$ cat src/rtl/uart_rx_fifo.sv
// Loopback byte buffer: queues every byte strobed out of the UART receiver and
// hands them to the transmitter one data-ready strobe at a time, only while it is idle.
module uart_rx_fifo #(
    parameter int DEPTH        = 16,
    parameter int ADDR_W       = 4,
    parameter int BUSY_TIMEOUT = 16
) (
    input  logic              i_clk,
    input  logic              i_reset,
    input  logic              i_rx_done,
    input  logic [7:0]        i_rx_data,
    input  logic              i_tx_busy,
    output logic              o_tx_dr,
    output logic [7:0]        o_tx_data,
    output logic [ADDR_W:0]   o_count,
    output logic              o_empty,
    output logic              o_full,
    output logic              o_overflow,
    output logic [7:0]        o_last_rx
);

    localparam int              TW        = (BUSY_TIMEOUT > 1) ? $clog2(BUSY_TIMEOUT) : 1;
    localparam logic [ADDR_W:0] FULL_CNT  = (ADDR_W+1)'(DEPTH);
    localparam logic [TW-1:0]   TOUT_LAST = TW'(BUSY_TIMEOUT - 1);

    typedef enum logic [1:0] {
        IDLE      = 2'd0,
        SEND      = 2'd1,
        WAIT_RISE = 2'd2,
        WAIT_FALL = 2'd3
    } state_t;

    state_t            state, state_nxt;
    logic [TW-1:0]     tcnt;
    logic [7:0]        mem [DEPTH];
    logic [ADDR_W-1:0] wr_ptr, rd_ptr;
    logic [ADDR_W:0]   count;
    logic              pop, push, drop;

    // A pop in the same cycle frees a slot, so a push into a full buffer still lands.
    assign push = i_rx_done && ((count != FULL_CNT) || pop);
    assign drop = i_rx_done && !push;

    assign o_tx_dr = (state == SEND);
    assign o_count = count;
    assign o_empty = (count == '0);
    assign o_full  = (count == FULL_CNT);

    always_ff @(posedge i_clk) begin
        if (i_reset) begin
            state <= IDLE;
            tcnt  <= '0;
        end else begin
            state <= state_nxt;
            if (state == SEND)
                tcnt <= '0;
            else if (state == WAIT_RISE && !i_tx_busy)
                tcnt <= tcnt + 1'b1;
        end
    end

    always_comb begin
        state_nxt = state;
        pop       = 1'b0;
        case (state)
            IDLE: begin
                if (count != '0 && !i_tx_busy) begin
                    pop       = 1'b1;
                    state_nxt = SEND;
                end
            end
            SEND:      state_nxt = WAIT_RISE;
            WAIT_RISE: begin
                // A transmitter that never acknowledges costs us that byte, not the link.
                if (i_tx_busy)
                    state_nxt = WAIT_FALL;
                else if (tcnt == TOUT_LAST)
                    state_nxt = IDLE;
            end
            WAIT_FALL: begin
                if (!i_tx_busy)
                    state_nxt = IDLE;
            end
            default:   state_nxt = IDLE;
        endcase
    end

    always_ff @(posedge i_clk) begin
        if (push)
            mem[wr_ptr] <= i_rx_data;
    end

    always_ff @(posedge i_clk) begin
        if (i_reset) begin
            wr_ptr     <= '0;
            rd_ptr     <= '0;
            count      <= '0;
            o_tx_data  <= 8'h00;
            o_overflow <= 1'b0;
            o_last_rx  <= 8'h00;
        end else begin
            if (i_rx_done)
                o_last_rx <= i_rx_data;
            if (drop)
                o_overflow <= 1'b1;
            if (push)
                wr_ptr <= wr_ptr + 1'b1;
            if (pop) begin
                rd_ptr    <= rd_ptr + 1'b1;
                o_tx_data <= mem[rd_ptr];
            end
            case ({push, pop})
                2'b10:   count <= count + 1'b1;
                2'b01:   count <= count - 1'b1;
                default: count <= count;
            endcase
        end
    end

endmodule

$ cat config.mk
export PLATFORM = sky130hd
export DESIGN_NAME = uart_rx_fifo
export DESIGN_NICKNAME = d
export VERILOG_FILES = /design/src/rtl/uart_rx_fifo.sv
export SDC_FILE = /design/constraint.sdc
export NUM_CORES = 1
export LEC_CHECK = 0
export BUFFER_PORTS_ARGS = -buffer_cell sky130_fd_sc_hd__buf_4
export CAP_MARGIN = 20
export CORE_MARGIN = 1.5
export CORE_UTILIZATION = 55
export CTS_CLUSTER_SIZE = 40
export DETAILED_ROUTE_END_ITERATION = 12
export GPL_TIMING_DRIVEN = 0
export PLACE_DENSITY = 0.83
export SYNTH_ARGS = -nofsm -noshare
export SYNTH_HDL_FRONTEND = slang
export SYNTH_SLANG_ARGS = --single-unit
export TNS_END_PERCENT = 20
$ cat constraint.sdc
create_clock -name i_clk -period 6.15 [get_ports i_clk]
set_clock_uncertainty 0.05 [all_clocks]
set_input_delay 0.615 -clock i_clk [delete_from_list [all_inputs] [get_ports i_clk]]
set_output_delay 0.615 -clock i_clk [all_outputs]
set_load 0.05 [all_outputs]
==> flow_summary.toml <==
[route]
wire_per_inst_um = 21.2
final_antenna_net_count = 0
vias = 4026
drt_first_pass_iters = 5
drt_wl_total_um = 14100
drtIter0Drc = 439
drc = 0
routed_via_density = 6.07

[floorplan]
fp.dieArea_sq_um = 12900
start_util_pct = 56.1
core_sq_um = 12000
pin_count = 37
row_count = 40
die_h_um = 113
dieWidth_um = 113

[sta]
worst_slack_ns = 3.04
tightest_slew_ns = 0.925
period_needed_ns = 3.11
slew_headroom_pct = 38.1
finalMaxSlewViolations = 0
fmax_mhz = 321
hold_viol_final = 0
rsz0062_at_grt = "false"
post-route-period-util_pct = 50.6
setup_viol = 0
finalSetupTns_ns = 0

[final_layout]
drive_above_1_share_pct = 19.2
seq_area_sq_um = 4560
synthToLayoutAreaGrowth_pct = 15.2
design_area_sq_um = 7730
n_fill_cell = 825
antennaDiodeCount = 0
multi_input_area_sq_um = 2000
nNetsFinal = 525

[clock_network]
cts_tree = "built"
cts_buffers = 17
ctsResizeCount = 0
postCtsSetupRepairBufs = 0
numClockSinks = 164
path_clk_slew_ns = 0.06
ctsLongestPathBuffers = 2
root_buffer = "clkbuf_16"
insertion_delay_ns = 0.42
h-tree-depth = 4
hold_buffers = 0

[synthesis]
synth_top_area_share_pct = 57.3
synth_common_cells = "128 x edfxtp_1, 45 x mux2i_1, 45 x nor2_1"
syn_inst = 445
post-synth-top-area-cell = "edfxtp_1"
synth-edff-count = 128
synth_area_leaders = "edfxtp_1 57%, dfxtp_1 11%, mux2i_1 6.7%"
synth_nets = 467
yosysMostFrequentCell = "edfxtp_1"
synth_area_per_cell_sq_um = 15.1
synth-seq-cells = 164
async_flop_share_pct = 0
synth_cell_types = 50
seq_area_frac_synth_pct = 68.0
syn_area_sq_um = 6710
yosysWarnings = 0
ys.flop_type = "edfxtp_1"

[grt]
grt_pass1_vias = 4059
grt_overflow_total = 0
track_usage_pct = 23.8
antenna_found_initial = 0
grt_max_degree = 18
grt_first_pass_wirelength_um = 22000

[power_and_ir_drop]
total_power_uw = 3110
power.leakage_uw = 0.00258
p_per_area_nw_per_um2 = 403
worst_ir_drop_vdd_v = 0.000284

[hold_path]
hold_class = "reg2reg"

[worst_setup_path]
arrival_ns = 3.35
start_kind = "register"
critPathMaxFanout = 10
worst_path_max_delay_cell = "or4_1"
crit_chain = "or4_1, buf_2, o21ai_2, buf_4, nor2_1, ha_1, nand3_1, and2_1, o311ai_0, nor3_1"
rrSetupSlack_ns = 3.04
endpoint_kind = "register"
required_ns = 6.38
path_class = "reg2reg"
max_stage_delay_ns = 0.53

[place]
gp_congestion = 0.888
place_ws_ns = 2.77
dpl_cell_area_sq_um = 7170
port_buffers = 35
dp_hpwl_um = 9450

[job]
drv_cap = 0

[run_status]
status = "completed"
## critical path, delay by kind of cell (launching register included)
family | cells | cell delay (ns)
buf+inv | 2 | 0.44
fa+ha+maj | 1 | 0.43
compound gates | 2 | 0.57
flops | 1 | 0.39
simple gates | 5 | 1.10
## final timing paths
check / start / end / depth (start not counted)
worst max-delay path: o_count[0] / o_count[4] / 10
worst min-delay path: o_tx_data[4] / o_tx_data[4] / 2
worst max register to register: o_count[0] / o_count[4] / 10
worst min register to register: o_tx_data[4] / o_tx_data[4] / 2
## registers in the layout, summed over array words and instances (netlist names)
| signal | flops |
|---|---|
| o_overflow | 1 |
| mem | 128 |
| o_count | 5 |
| state | 2 |
| o_last_rx | 8 |
| wr_ptr | 4 |
| tcnt | 4 |
| o_tx_data | 8 |
| rd_ptr | 4 |
## power by group
| group | total (uW) | switching (uW) | internal (uW) |
|---|---|---|---|
| Sequential | 1330 | 56.9 | 1270 |
| Clock | 970 | 394 | 577 |
| Combinational | 816 | 528 | 288 |
## cell type report
cell class              count  area share (%)
plain buffers              29            1.57
clock buffers              24            6.10
clock inverters             8            1.00
inverters                   6           0.291
multi-input cells         246            25.9
flip-flops and latches    164            59.0
well taps                 147            2.38
repair buffers             39            3.69
## metrics by stage
stage / hold WS (ns) / instances / utilization, %
final: 0.447 / 663 / 64.6
after CTS: 0.434 / 662 / 64.6
after detailed placement: 0.440 / 630 / 60.0
after floorplan: 0.448 / 445 / -
after global placement: 0.426 / 627 / 59.9
after global routing: 0.452 / 663 / 64.6
## cell families after synthesis
family / share of synthesized area [%]
flops: 68.0
simple gates: 7.53
mux: 12.7
compound gates: 6.71
buf+inv: 2.14
fa+ha+maj: 1.98
xor+xnor: 0.913
## cells in the final DEF (no fill, tap or decap), drive strengths merged, types with 2 or more instances in the layout
master / n
nor2: 45
xor2: 2
ha: 9
nor2b: 6
clkinv: 5
mux4: 16
xnor2: 5
a22oi: 8
clkinvlp: 2
nor3: 14
dfxtp: 36
mux2: 2
o211ai: 5
o21ai: 2
nand2b: 8
a31oi: 4
nand2: 11
buf: 51
a211oi: 10
a21oi: 8
clkbuf: 41
edfxtp: 128
o311ai: 2
o22ai: 17
nand3: 5
mux2i: 46
inv: 6
or3: 2
nand4: 3
## metal layers
| layer | global-route usage, % | share of wire (%) | vias to the layer above | routed length, um |
|---|---|---|---|---|
| li1 | - | - | 1837 | - |
| met1 | 29.6 | 40 | 1975 | 5690 |
| met2 | 38.2 | 50 | 178 | 7010 |
| met3 | 8.50 | 7.5 | 36 | 1050 |
| met4 | 9.83 | 2.3 | 0 | 327 |
| met5 | 0 | 0 | - | 0 |
Power figures use the tool's default switching activity.
